===== src/rtl/subtractor59_22_seq.sv =====
// Multi-cycle 59-bit minus zero-extended 22-bit subtractor, CHUNK bits per cycle via a registered borrow.
// Optional build macro SUB59_SATURATE_EN: clamp an underflowing result to zero and flag it in Diff[59].
module subtractor59_22_seq #(
    parameter int CHUNK = 8
) (
    input  logic        clk,
    input  logic        rst_n,
    input  logic        in_valid,
    output logic        in_ready,
    input  logic [58:0] A,
    input  logic [21:0] B,
    output logic        out_valid,
    input  logic        out_ready,
    output logic [59:0] Diff
);

    localparam int NCHUNK = (59 + CHUNK - 1) / CHUNK;
    localparam int KW     = (NCHUNK > 1) ? $clog2(NCHUNK) : 1;
    localparam logic [59:0] SLICE_ONES = (60'd1 << CHUNK) - 60'd1;

    typedef enum logic [1:0] {
        S_IDLE,
        S_RUN,
        S_DONE
    } state_t;

    state_t          r_state;
    state_t          w_state_next;
    logic [58:0]     r_a;
    logic [58:0]     r_b;
    logic [59:0]     r_res;
    logic            r_borrow;
    logic [KW-1:0]   r_k;

    logic [6:0]       w_lo;
    logic [CHUNK-1:0] w_a_sl;
    logic [CHUNK-1:0] w_b_sl;
    logic [CHUNK:0]   w_sub;
    logic [58:0]      w_mask;
    logic [58:0]      w_ins;
    logic [58:0]      w_res_next;
    logic             w_borrow_out;
    logic             w_last;

    // Bits past 58 shift in as zero in both operands, so the sign bit of the
    // (CHUNK+1)-bit slice difference is the borrow-out even for a clipped last slice.
    assign w_lo         = 7'(r_k) * 7'(CHUNK);
    assign w_a_sl       = CHUNK'(r_a >> w_lo);
    assign w_b_sl       = CHUNK'(r_b >> w_lo);
    assign w_sub        = {1'b0, w_a_sl} - {1'b0, w_b_sl} - {{CHUNK{1'b0}}, r_borrow};
    assign w_borrow_out = w_sub[CHUNK];
    assign w_mask       = 59'(SLICE_ONES << w_lo);
    assign w_ins        = 59'({{(60 - CHUNK){1'b0}}, w_sub[CHUNK-1:0]} << w_lo);
    assign w_res_next   = (r_res[58:0] & ~w_mask) | (w_ins & w_mask);
    assign w_last       = (r_k == KW'(NCHUNK - 1));

    assign in_ready  = (r_state == S_IDLE);
    assign out_valid = (r_state == S_DONE);
    assign Diff      = r_res;

    always_ff @(posedge clk or negedge rst_n) begin
        if (!rst_n) begin
            r_state <= S_IDLE;
        end else begin
            r_state <= w_state_next;
        end
    end

    // NOTE: next state gets a default before the case so no path leaves it unassigned (no latch).
    always_comb begin
        w_state_next = r_state;
        case (r_state)
            S_IDLE:  if (in_valid) w_state_next = S_RUN;
            S_RUN:   if (w_last) w_state_next = S_DONE;
            S_DONE:  if (out_ready) w_state_next = S_IDLE;
            default: w_state_next = S_IDLE;
        endcase
    end

    // NOTE: sequential state uses non-blocking assignments so every register samples pre-edge values.
    always_ff @(posedge clk or negedge rst_n) begin
        if (!rst_n) begin
            r_a      <= '0;
            r_b      <= '0;
            r_res    <= '0;
            r_borrow <= 1'b0;
            r_k      <= '0;
        end else begin
            case (r_state)
                S_IDLE: begin
                    if (in_valid) begin
                        r_a      <= A;
                        r_b      <= {37'b0, B};
                        r_borrow <= 1'b0;
                        r_k      <= '0;
                    end
                end
                S_RUN: begin
                    r_res[58:0] <= w_res_next;
                    r_borrow    <= w_borrow_out;
                    if (w_last) begin
                        r_k       <= '0;
                        r_res[59] <= w_borrow_out;
`ifdef SUB59_SATURATE_EN
                        if (w_borrow_out) begin
                            r_res <= {1'b1, 59'b0};
                        end
`endif
                    end else begin
                        r_k <= r_k + 1'b1;
                    end
                end
                default: begin
                end
            endcase
        end
    end

endmodule

===== config.mk =====
export PLATFORM = sky130hd
export DESIGN_NAME = subtractor59_22_seq
export DESIGN_NICKNAME = d
export VERILOG_FILES = /design/src/rtl/subtractor59_22_seq.sv
export SDC_FILE = /design/constraint.sdc
export NUM_CORES = 1
export LEC_CHECK = 0
export CAP_MARGIN = 10
export CORE_MARGIN = 4
export CORE_UTILIZATION = 55
export DETAILED_ROUTE_END_ITERATION = 6
export PLACE_DENSITY = 0.86
export REMOVE_ABC_BUFFERS = 1
export SYNTH_ARGS = -nofsm -noshare
export SYNTH_HDL_FRONTEND = slang
export SYNTH_SLANG_ARGS = --single-unit

===== constraint.sdc =====
create_clock -name clk -period 9.1 [get_ports clk]
set_input_delay 1.82 -clock clk [delete_from_list [all_inputs] [get_ports clk]]
set_output_delay 1.82 -clock clk [all_outputs]
set_load 0.01 [all_outputs]

==> metrics.txt, run 1 <==
outcome=complete, no violations; ys async rst share=100%; Clock Power Share=18.1%; vias in the first global route=5,888; first-pass GRT wire length=28.3 mm; Tcrit/Tclk final=46.5%; remaining antenna violation count after routing=0; most common cell after layout, fill and taps aside=nand2_1; Layout Nets=949; # IOs=147; Top FF cell, synth=dfrtp_1; Post-synth EDFFs=0; slowest CP cell=nor2_1; worst path required time=9380 ps; mean post-synth cell area=9.39 um^2; CTS Sinks=147; CP max FO=15; Clock Latency Late Sink=420 ps; CP Capture Type=flip-flop; routed length per instance=17.0 um; gr usage total=25.0%; Internal=2.15 mW; DRC=0; Post-Route WL=17.1 mm; Layout area overhead=31.8%; I/O Buffers=146; pin count of the biggest net entering global routing=86; Setup crit start=r_k[1]; Post-DP Area=0.00823 mm^2; total iterations of the first detailed-routing run=5; die width=118 um; final setup TNS=0 ps; min-delay worst type=reg -> reg; Pleak=4.23 nW; Starting Density=56.0%; via/cell ratio=5.71; initial antenna violation count=0; Clock Skew=9.73 ps; Setup CP Type=reg -> reg; GP Congestion=0.881; hold_sp=r_a[58]; Synth cell types=36; number of inserted diodes=0; CTS resizes=0; Setup-failing EPs final=0; post-CTS setup buffers=0; Combinational Power Share=53.7%; Slew Limit Fails=0; Worst Setup Slack, final=4870 ps; sequential share of power=28.2%; layout cells sized above 1=7.00%; detailed placement HPWL=11.8 mm; most frequent cells in the layout=nand2_1 (313), dfrtp_1 (146), clkdlybuf4s50_1 (145); unrepaired setup endpoints after global routing=false; peak supply drop=242 uV; DIE AREA=0.0140 mm^2; yosys warns=0; placeable core area=0.0120 mm^2; fmax=0.236 GHz; Yosys top cell area share=54.9%; area leader, netlist=dfrtp_1; clock buffer count from CTS=17; pre-CTS setup slack=5070 ps; Design Area, Final=0.00883 mm^2; sequential cell area fraction in the yosys report=54.9%; # Max-Cap Violations=0; Clock H-tree levels=4; CP Launch Type=flip-flop; final hold viol count=0; initial drt markers=486; CP Cell Sequence=inv_1 -> nor2_1 -> nand2_1 -> o21ai_0 -> nand2_1 -> fa_1 -> fa_1 -> nand2b_1 -> a21oi_1 -> o21bai_1 -> a21oi_1 -> xor2_1 -> o21ai_0; FP Rows=40; minimum clock period=4230 ps; total gr overflow=0; CTS root buffer=clkbuf_16; pwr dens=440 mW/mm^2; Switch Pwr=1.73 mW; clk slew on worst S/H paths=60 ps; CTS tree=done; Reg-to-Reg Start=r_k[1]; clk buf depth=2; routed vias=5,736; top cells by area, synth=dfrtp_1 (55%), nand2_1 (18%), ha_1 (3.4%); Slowest Stage Delay on Critical Path=900 ps; Net Sw Frac=44.5%; CP Data Arrival Time=4510 ps; Post-CTS Hold Buffers=0; synthesis-stage register bit count=147; synthesized instance count=713; Die Y-Extent=118 um; Least-Margin Pin Slew=1080 ps; Slew headroom=27.1%; Syn Std Cell Area=0.00670 mm^2
==> per-stage QoR <==
step	util (%)	cells	hold WS, ps	total power, mW
final	73.8	1004	469	3.88
after global routing	73.8	1004	495	4.14
after CTS	73.8	1004	475	3.87
after detailed placement	68.8	972	459	3.14
after global placement	68.8	972	453	3.00
after floorplan	-	674	440	2.39
==> power groups by stage <==
| stage | sequential [mW] | clock [mW] | combinational (mW) |
|---|---|---|---|
| global placement | 1.08 | 0 | 1.92 |
| global route | 1.13 | 0.740 | 2.28 |
| finish | 1.09 | 0.702 | 2.08 |
| floorplan | 1.14 | 0 | 1.26 |
| CTS | 1.09 | 0.709 | 2.06 |
| detailed placement | 1.10 | 0 | 2.04 |
==> worst paths after layout <==
check	to	slack, ps	cells after the start
max reg2reg	flip-flop	4870	13
max in group asynchronous	async pin	6390	2
min reg2reg	r_a[58]	470	2
min	r_a[58]	470	2
min in group asynchronous	async pin	1420	1
max	flip-flop	4870	13
==> kinds of logic after synthesis <==
family                     count (synthesis)  synth area share [%]
xor gates and xnor gates                   6                 0.785
DFF                                      147                  54.9
adders and majority gates                 20                  3.96
buffers and inverters                     56                  3.25
muxes                                     29                  6.30
AOI/OAI and AO/OA                         94                  9.64
and+or+nand+nor                          361                  21.1
==> layout make-up <==
class,instances,area (um^2)
multi-input cells,510,2810
repair buffers,151,1500
fillers,819,3130
well taps,147,184
flip-flops and latches,147,3680
clock buffers,17,425
inverters,17,63.8
clock inverters,15,170
==> critical path, delay by kind of cell, from the launching register on <==
| kind | cells | cell delay [ps] |
|---|---|---|
| and+or+nand+nor | 4 | 1300 |
| AOI/OAI and AO/OA | 5 | 960 |
| adders and majority gates | 2 | 920 |
| DFF | 1 | 360 |
| xor gates and xnor gates | 1 | 320 |
| buffers and inverters | 1 | 220 |
==> cell usage after synthesis, drive strengths merged, types with 2 or more instances <==
| master | number |
|---|---|
| and3 | 2 |
| mux2 | 5 |
| xnor2 | 4 |
| nor2 | 20 |
| o21ai | 39 |
| a21oi | 9 |
| a22o | 22 |
| nor3 | 4 |
| dfrtp | 147 |
| xor2 | 2 |
| o41ai | 3 |
| fa | 2 |
| buf | 4 |
| a221o | 5 |
| mux2i | 14 |
| nand2 | 314 |
| a211oi | 2 |
| o21bai | 2 |
| mux4 | 10 |
| nand3 | 9 |
| nor2b | 3 |
| o31ai | 10 |
| nand2b | 5 |
| ha | 18 |
| inv | 17 |
| clkbuf | 35 |
==> layer usage <==
| metal | global-route usage (%) | wire [um] | vias to the layer above |
|---|---|---|---|
| met2 | 41.8 | 8450 | 252 |
| met5 | 0 | 0 | - |
| li1 | - | - | 2618 |
| met4 | 9.89 | 466 | 0 |
| met3 | 6.36 | 1160 | 45 |
| met1 | 31.3 | 6990 | 2821 |
Power figures use the tool's default switching activity.
==> run 2, diff against run 1 <==
--- a/config.mk
+++ b/config.mk
@@ -7,9 +7,9 @@
 export LEC_CHECK = 0
 export CAP_MARGIN = 10
 export CORE_MARGIN = 4
-export CORE_UTILIZATION = 55
+export CORE_UTILIZATION = 51
 export DETAILED_ROUTE_END_ITERATION = 6
-export PLACE_DENSITY = 0.86
+export PLACE_DENSITY = 0.8
 export REMOVE_ABC_BUFFERS = 1
 export SYNTH_ARGS = -nofsm -noshare
 export SYNTH_HDL_FRONTEND = slang
==> constraint.sdc (replaced) <==
create_clock -name clk -period 4 [get_ports clk]
set_input_delay 0.8 -clock clk [delete_from_list [all_inputs] [get_ports clk]]
set_output_delay 0.8 -clock clk [all_outputs]
set_load 0.01 [all_outputs]
==> run 2 against run 1 <==
Against the previous run: first-iteration DRC count up 2.1%; clock power rose by 150%; power increased by 130%; die area grew 7.3%; via count shrank 0.87%; cell count is 3.2% higher; sequential power up 130%; count of clock-buffer cells in the layout grew 4; sequential share of layout area down 0.66 points; critical path depth is 2 lower; register-to-register slack got worse by 4500 ps; largest cell class unchanged.
==> metrics.txt, run 2 (synthesis gave the netlist of run 1 again) <==
Clock Power Share=19.1%; CTS resizes=0; min-delay worst type=in -> async; Setup CP Type=reg -> reg; detailed placement HPWL=12.2 mm; CP Launch Type=flip-flop; # IOs=147; Tcrit/Tclk final=91.0%; Final Power=9.04 mW; peak supply drop=796 uV; CTS root buffer=clkbuf_16; Internal=5.18 mW; gr usage total=24.2%; Pleak=4.29 nW; routed vias=5,686; Switch Pwr=3.85 mW; # Max-Cap Violations=0; most frequent cells in the layout=nand2_1 (313), dfrtp_1 (146), clkdlybuf4s50_1 (145); slowest CP cell=dfrtp_2; worst path required time=4280 ps; unrepaired setup endpoints after global routing=false; FP Rows=41; multi-input logic area=0.00281 mm^2; CP Data Arrival Time=3920 ps; Setup-failing EPs final=0; met1 usage=31.5%; initial antenna violation count=0; post-CTS setup buffers=0; Clock Latency Late Sink=420 ps; die width=123 um; DRC=0; grt met2 use=40.1%; Least-Margin Pin Slew=996 ps; Combinational Power Share=52.7%; pre-CTS setup slack=454 ps; initial drt markers=496; Layout area overhead=33.9%; Post-Route WL=17.3 mm; CP max FO=15; first-pass GRT wire length=28.4 mm; Slowest Stage Delay on Critical Path=630 ps; fmax=0.275 GHz; Die Y-Extent=123 um; GR Util met3=5.58%; I/O Buffers=146; most common cell after layout, fill and taps aside=nand2_1; FF-to-FF path depth=11; CTS Sinks=147; CTS tree=done; placeable core area=0.0127 mm^2; Reg-to-Reg Start=r_k[0]; pwr dens=1010 mW/mm^2; Worst Setup Slack, final=362 ps; Clock H-tree levels=4; clock buffer count from CTS=17; sequential share of power=28.2%; Slew Limit Fails=0; minimum clock period=3640 ps; via/cell ratio=5.49; outcome=complete, no violations; GRT busiest layer=met2; CP Cell Sequence=mux4_2 -> nand2_1 -> nand2_1 -> fa_1 -> fa_1 -> nand2b_1 -> a21oi_1 -> o21bai_1 -> a21oi_1 -> xor2_1 -> o21ai_0; Post-CTS Hold Buffers=0; remaining antenna violation count after routing=0; clk buf depth=2; final hold viol count=0; flop2flop setup slack=360 ps; clk slew on worst S/H paths=60 ps; total iterations of the first detailed-routing run=5; total gr overflow=0; number of inserted diodes=0; DIE AREA=0.0150 mm^2; Starting Density=52.6%; vias in the first global route=5,789; fill count=918; Setup crit start=r_k[0]; GP Congestion=0.948; layout cells sized above 1=7.52%; Slew headroom=33.3%; Layout Nets=958; routed length per instance=16.7 um; final setup TNS=0 ps; CP Capture Type=flip-flop; Register Area=0.00368 mm^2; Net Sw Frac=42.6%; pin count of the biggest net entering global routing=95; Clock Skew=7.72 ps
## run 2: cell types whose count changed in the layout (fill, tap and decap cells not counted), sizes merged
cell    delta
buf        +9
bufinv     +3
clkbuf     +4
clkinv     -2
inv        -7
## run 2: final cells by class
class / instances / share of cell area, %
Sequential cell: 147 / 41.0
Clock buffer: 21 / 5.13
Multi-Input combinational cell: 510 / 31.3
Clock inverter: 9 / 1.99
Inverter: 17 / 0.711
Timing Repair Buffer: 160 / 17.5
Tap cell: 172 / 2.40
## run 2: worst max path at each step
stage | end | slack (ps) | cells past startpoint
after floorplan | flip-flop | 9 | 13
after global placement | flip-flop | 580 | 11
after detailed placement | flip-flop | 450 | 11
after CTS | flip-flop | 420 | 11
after global routing | flip-flop | 80 | 11
final | flip-flop | 360 | 11
## run 2: critical path: cells and delay by family (launching register included)
kind	cells	cell delay, ps
DFF	1	630
xor gates and xnor gates	1	310
and+or+nand+nor	3	300
muxes	1	550
AOI/OAI and AO/OA	4	840
adders and majority gates	2	870
## run 2: power by group through the flow
stage	Combinational (mW)	Sequential (mW)	Clock (mW)
after floorplan	2.86	2.58	0
after detailed placement	4.67	2.55	0
final	4.76	2.55	1.72
after CTS	4.74	2.54	1.74
after global routing	5.24	2.62	1.79
after global placement	4.49	2.52	0
## run 2: stage by stage
stage / std cells / utilization (%) / instance area, um^2 / hold WS, ps
detailed placement: 1006 / 65.5 / 8330 / 462
CTS: 1036 / 70.5 / 8970 / 477
global placement: 1006 / 65.5 / 8330 / 454
floorplan: 674 / - / 6540 / 440
finish: 1036 / 70.5 / 8970 / 465
global route: 1036 / 70.5 / 8970 / 487
## run 2: routing by layer
metal	up-vias	share of wire, %
met4	0	2.0
li1	2635	-
met5	-	0
met3	32	6.8
met1	2767	42
met2	252	50
